File: src/rtl/gemm_operand_packer.sv
// Packs a signed element stream (all of A, then all of B) into lane-packed SRAM words.
// Optional GEMM_PACKER_CHECKSUM_EN adds a running sign-extended sum of accepted elements.
//
// state  | meaning
// IDLE   | waiting for start_i; sizes are checked and latched here
// LOAD_A | packing NumParallelLanes elements per SRAM A word
// LOAD_B | packing NumParallelLanes*NumKernels elements per SRAM B word
module gemm_operand_packer #(
    parameter int InDataWidth      = 8,
    parameter int NumParallelLanes = 4,
    parameter int NumKernels       = 4,
    parameter int SizeAddrWidth    = 8,
    parameter int AddrWidth        = 12
) (
    input  logic                                            clk_i,
    input  logic                                            rst_ni,
    input  logic                                            start_i,
    input  logic [SizeAddrWidth-1:0]                        M_size_i,
    input  logic [SizeAddrWidth-1:0]                        K_size_i,
    input  logic [SizeAddrWidth-1:0]                        N_size_i,
    input  logic [InDataWidth-1:0]                          in_data_i,
    input  logic                                            in_valid_i,
    output logic                                            in_ready_o,
    output logic [AddrWidth-1:0]                            sram_a_addr_o,
    output logic                                            sram_a_we_o,
    output logic [InDataWidth*NumParallelLanes-1:0]         sram_a_wdata_o,
    output logic [AddrWidth-1:0]                            sram_b_addr_o,
    output logic                                            sram_b_we_o,
    output logic [InDataWidth*NumParallelLanes*NumKernels-1:0] sram_b_wdata_o,
    output logic                                            busy_o,
    output logic                                            done_o,
    output logic                                            err_o
`ifdef GEMM_PACKER_CHECKSUM_EN
    ,
    output logic [31:0]                                     checksum_o
`endif
);

    localparam int BLanes = NumParallelLanes * NumKernels;
    localparam int LaneW  = (BLanes > 1) ? $clog2(BLanes) : 1;
    localparam int AWordW = InDataWidth * NumParallelLanes;
    localparam int BWordW = AWordW * NumKernels;
    localparam int PW     = 2 * SizeAddrWidth;
    localparam logic [PW:0] MaxWords = (PW + 1)'(1) << AddrWidth;

    typedef enum logic [1:0] {IDLE, LOAD_A, LOAD_B} state_t;

    state_t                    r_state;
    logic [PW-1:0]             r_a_words;
    logic [PW-1:0]             r_b_words;
    logic [PW-1:0]             r_word;
    logic [LaneW-1:0]          r_lane;
    logic [BWordW-1:0]         r_pack;
    logic [AddrWidth-1:0]      r_a_addr;
    logic                      r_a_we;
    logic [AWordW-1:0]         r_a_wdata;
    logic [AddrWidth-1:0]      r_b_addr;
    logic                      r_b_we;
    logic [BWordW-1:0]         r_b_wdata;
    logic                      r_done;
    logic                      r_err;

    logic [PW-1:0]             w_mk;
    logic [PW-1:0]             w_kn;
    logic [PW-1:0]             w_a_words;
    logic [PW-1:0]             w_b_words;
    logic                      w_legal;
    logic                      w_accept;
    logic                      w_a_last_lane;
    logic                      w_b_last_lane;
    logic [BWordW-1:0]         w_pack_next;

    assign w_mk      = PW'(M_size_i) * PW'(K_size_i);
    assign w_kn      = PW'(K_size_i) * PW'(N_size_i);
    assign w_a_words = w_mk / PW'(NumParallelLanes);
    assign w_b_words = w_kn / PW'(BLanes);

    // Word-count limits keep every address inside the SRAM with no wrap.
    assign w_legal = (M_size_i != '0) && (K_size_i != '0) && (N_size_i != '0)
                  && ((K_size_i % SizeAddrWidth'(NumParallelLanes)) == '0)
                  && ((N_size_i % SizeAddrWidth'(BLanes)) == '0)
                  && ({1'b0, w_a_words} <= MaxWords)
                  && ({1'b0, w_b_words} <= MaxWords);

    assign in_ready_o    = (r_state != IDLE);
    assign w_accept      = in_valid_i & in_ready_o;
    assign w_a_last_lane = (r_lane == LaneW'(NumParallelLanes - 1));
    assign w_b_last_lane = (r_lane == LaneW'(BLanes - 1));

    always_comb begin
        w_pack_next = r_pack;
        w_pack_next[r_lane*InDataWidth +: InDataWidth] = in_data_i;
    end

    always_ff @(posedge clk_i or negedge rst_ni) begin
        if (!rst_ni) begin
            r_state   <= IDLE;
            r_a_words <= '0;
            r_b_words <= '0;
            r_word    <= '0;
            r_lane    <= '0;
            r_pack    <= '0;
            r_a_addr  <= '0;
            r_a_we    <= 1'b0;
            r_a_wdata <= '0;
            r_b_addr  <= '0;
            r_b_we    <= 1'b0;
            r_b_wdata <= '0;
            r_done    <= 1'b0;
            r_err     <= 1'b0;
        end else begin
            r_a_we <= 1'b0;
            r_b_we <= 1'b0;
            r_done <= 1'b0;
            case (r_state)
                IDLE: begin
                    if (start_i) begin
                        if (w_legal) begin
                            r_a_words <= w_a_words;
                            r_b_words <= w_b_words;
                            r_word    <= '0;
                            r_lane    <= '0;
                            r_err     <= 1'b0;
                            r_state   <= LOAD_A;
                        end else begin
                            r_err <= 1'b1;
                        end
                    end
                end
                LOAD_A: begin
                    if (w_accept) begin
                        r_pack <= w_pack_next;
                        if (w_a_last_lane) begin
                            r_lane    <= '0;
                            r_a_we    <= 1'b1;
                            r_a_addr  <= r_word[AddrWidth-1:0];
                            r_a_wdata <= w_pack_next[AWordW-1:0];
                            if (r_word == r_a_words - 1'b1) begin
                                r_word  <= '0;
                                r_state <= LOAD_B;
                            end else begin
                                r_word <= r_word + 1'b1;
                            end
                        end else begin
                            r_lane <= r_lane + 1'b1;
                        end
                    end
                end
                LOAD_B: begin
                    if (w_accept) begin
                        r_pack <= w_pack_next;
                        if (w_b_last_lane) begin
                            r_lane    <= '0;
                            r_b_we    <= 1'b1;
                            r_b_addr  <= r_word[AddrWidth-1:0];
                            r_b_wdata <= w_pack_next;
                            if (r_word == r_b_words - 1'b1) begin
                                r_word  <= '0;
                                r_done  <= 1'b1;
                                r_state <= IDLE;
                            end else begin
                                r_word <= r_word + 1'b1;
                            end
                        end else begin
                            r_lane <= r_lane + 1'b1;
                        end
                    end
                end
                default: r_state <= IDLE;
            endcase
        end
    end

`ifdef GEMM_PACKER_CHECKSUM_EN
    logic [31:0] r_checksum;

    always_ff @(posedge clk_i or negedge rst_ni) begin
        if (!rst_ni) begin
            r_checksum <= '0;
        end else if (r_state == IDLE && start_i && w_legal) begin
            r_checksum <= '0;
        end else if (w_accept) begin
            r_checksum <= r_checksum + {{(32-InDataWidth){in_data_i[InDataWidth-1]}}, in_data_i};
        end
    end

    assign checksum_o = r_checksum;
`endif

    assign sram_a_addr_o  = r_a_addr;
    assign sram_a_we_o    = r_a_we;
    assign sram_a_wdata_o = r_a_wdata;
    assign sram_b_addr_o  = r_b_addr;
    assign sram_b_we_o    = r_b_we;
    assign sram_b_wdata_o = r_b_wdata;
    assign busy_o         = (r_state != IDLE);
    assign done_o         = r_done;
    assign err_o          = r_err;

endmodule

File: config.mk
export PLATFORM = sky130hd
export DESIGN_NAME = gemm_operand_packer
export DESIGN_NICKNAME = d
export VERILOG_FILES = /design/src/rtl/gemm_operand_packer.sv
export SDC_FILE = /design/constraint.sdc
export NUM_CORES = 1
export LEC_CHECK = 0
export CORE_AREA = 2 2 197 199
export DETAILED_ROUTE_END_ITERATION = 7
export DIE_AREA = 0 0 199 201
export PLACE_DENSITY = 0.82
export SYNTH_ARGS = -nofsm -noshare
export SYNTH_HDL_FRONTEND = slang
export SYNTH_SLANG_ARGS = --single-unit
File: constraint.sdc
create_clock -name clk_i -period 7.3 [get_ports clk_i]
set_input_delay 0.73 -clock clk_i [delete_from_list [all_inputs] [get_ports clk_i]]
set_output_delay 0.73 -clock clk_i [all_outputs]
set_load 0.05 [all_outputs]
==> reports/results.txt <==
number of diodes: 0
placed insts: 2834
DR vias/cell: 5.654
first-pass GRT wire length: 83010 um
row count: 72
Hold Crit Class: in2async
grt ovf: 0
gr usage total: 0.2581
setup violators final: 0
post-CTS sizing: 0
Clock Tree Buf Depth: 3
Data arrival, critical path: 6.81 ns
worst vdd ir: 0.1731 mV
CP required: 7.72 ns
crit share post-route: 0.8749
post-CTS setup repair buffer count: 0
total power: 0.006455 W
number of global-route vias before repair: 16180
cells taking the most area after synthesis: dfrtp_1, fa_1, a21oi_1, nand2_1, ha_1
fin crit period: 6.387 ns
nature of the critical path endpoint: flip-flop
Cell variety after synth: 71
Fin Setup TNS: 0 ns
IO buf count: 225
Synth top area share: 0.4438
Met2 Wirelength: 23260 um
most frequent cells in the layout: dfrtp_1, nand2_1, nor2_1
worst rel slew slack: 0.1971
hpwl dp: 36440 um
core area: 38110 um^2
DR WL met3: 2941 um
Critical path origin: M_size_i[3]
RSZ-0062 raised after global routing: false
clk sink count: 364
Max Cap Viol: 0
post-synthesis instance total: 2203
First DRT Iteration DRCs: 1177
# fillers: 3022
Worst R2R Start: r_lane[0]
top routing layer used: met4
mapped cell area: 20530 um^2
largest net degree at the start of global routing: 171
clk root buf: clkbuf_16
CTS tree: done
GP Congestion: 0.8787
Clock Skews: 0.02206 ns
drt pass-1 iters: 5
outcome: finished, final reports clean
DRT Wirelength: 50860 um
CTS Hold Bufs: 0
io pins: 226
most common cell after layout, fill and taps aside: dfrtp_1
FFs w/ async S/R, synth: 1.000
Slew Limit Fails: 0
critical-path maximum fanout: 17
Post-synth EDFFs: 0
Synth Flop Type: dfrtp_1
clk_lat worst skew: 0.55 ns
PwrDens: 264.7 nW/um^2
Ys Warns: 0
ANT nets after route: 0
Chip Height: 201 um
Startpoint Class: input pin
Leakage: 11.33 nW
number of antenna violations at the first check in global routing: 0
WL/cell: 17.53 um
Net Count, Synth: 2389
Seq/Total Area, Yosys: 0.4438
Final Hold Fails: 0
#FFs+latches synth: 364
met1 wire length: 22500 um
FMAX: 156.6 MHz
Residual DRC: 0
CTS Buf Count: 38
Worst Tran Pin Value: 1.202 ns
Area Growth Syn to Fin: 18.80%
H-tree depth: 2
Yosys top cell by area: dfrtp_1
Die Area: 40000 um^2
initial core utilization: 0.5386
# nets final: 2542
non-filler instance count after layout: 2901
clk slew on worst S/H paths: 0.06 ns
vias post-DR: 16400
fraction of final layout cells sized beyond drive strength 1: 0.06211
Syn Area/Cell: 9.317 um^2
WS Path Type: in2reg
Die X: 199 um
[synth_stat cells, types with 6 or more instances]
cell      number
dfrtp_1      364
nand2_1      279
nor2_1       235
a21oi_1      231
o21ai_0      162
clkbuf_1     114
inv_1        113
and2_1       101
ha_1          78
fa_1          72
mux2i_1       63
mux2_2        60
nor3_1        42
nand3_1       41
xor2_1        29
and3_1        25
xnor2_1       25
nand4_1       14
nor2b_1       11
a21o_1        10
nand2b_1      10
nor4_1        10
buf_1          8
a31oi_1        7
or3_1          7
mux2_1         6
[registers in the layout, indices dropped and copies added, names as in the netlist]
register and count:
sram_b_wdata_o 128, sram_a_we_o 1, r_pack 128, done_o 1
sram_a_addr_o 12, r_b_words 12, r_a_words 14, sram_b_we_o 1
sram_b_addr_o 12, sram_a_wdata_o 32, r_word 16, r_state 2
r_lane 4, err_o 1
[power by group]
part,switching [W],internal [W],total (W),leakage (nW)
clock,0.000806,0.00121,0.00202,0.637
combinational,0.00135,0.000796,0.00214,5.64
sequential,0.000171,0.00212,0.00229,5.05
[worst paths after layout]
check	endpoint	slack, ns	cells after the start
min reg2reg	sram_a_addr_o[9]	0.48	2
min	sram_a_addr_o[2]	0.25	1
min in group clk_i	sram_a_addr_o[9]	0.48	2
max reg2reg	sram_b_wdata_o[55]	3.21	6
max in group asynchronous	sram_a_wdata_o[29]	5.43	2
max	r_word[7]	0.91	17
[layer usage]
| metal | vias up | GRT usage |
|---|---|---|
| li1 | 7733 | - |
| met4 | 0 | 0.1061 |
| met5 | - | 0 |
| met2 | 583 | 0.4098 |
| met1 | 7954 | 0.3604 |
| met3 | 133 | 0.03276 |
[worst max-delay path, stage by stage]
cell and delay (ns):
clkdlybuf4s50_1 0.59, and2_1 0.27, fa_1 0.47, fa_1 0.53, fa_1 0.56, inv_1 0.07, fa_1 0.55, inv_1 0.05
ha_1 0.46, a2111oi_0 0.45, nand2b_1 0.11, o21ai_0 0.20, xnor2_1 0.11, or4_1 0.46, nor4_4 0.36, o21bai_1 0.46
a22o_1 0.37
[cells by family (layout without fill, tap and decap cells)]
kind of cell | after synthesis | count (layout) | synth area share
and+or+nand+nor | 800 | 800 | 0.1787
DFF | 364 | 364 | 0.4438
muxes | 129 | 129 | 0.06693
AOI/OAI and AO/OA | 464 | 464 | 0.1247
xor gates and xnor gates | 54 | 54 | 0.02304
adders and majority gates | 150 | 150 | 0.1178
buffers and inverters | 242 | 422 | 0.04505
[metrics by stage]
step	utilization	instance area (um^2)	hold WS, ns	setup WS [ns]
floorplan	-	20530	0.4344	1.445
global placement	0.6056	23080	0.4602	0.5818
detailed placement	0.6056	23080	0.4622	0.4201
CTS	0.6399	24380	0.3013	0.9782
global route	0.6399	24380	0.3342	0.4333
finish	0.6399	24380	0.2479	0.9130
[area by class of cell]
type | count | area, um^2 | area share
Clock buffer | 51 | 1071 | 0.04392
Clock inverter | 16 | 236.5 | 0.009698
Inverter | 114 | 432.9 | 0.01775
Multi-Input combinational cell | 1597 | 10500 | 0.4305
Sequential cell | 364 | 9109 | 0.3735
Tap cell | 518 | 648.1 | 0.02658
Timing Repair Buffer | 241 | 2390 | 0.09800
(Power assumes the default switching activity.)
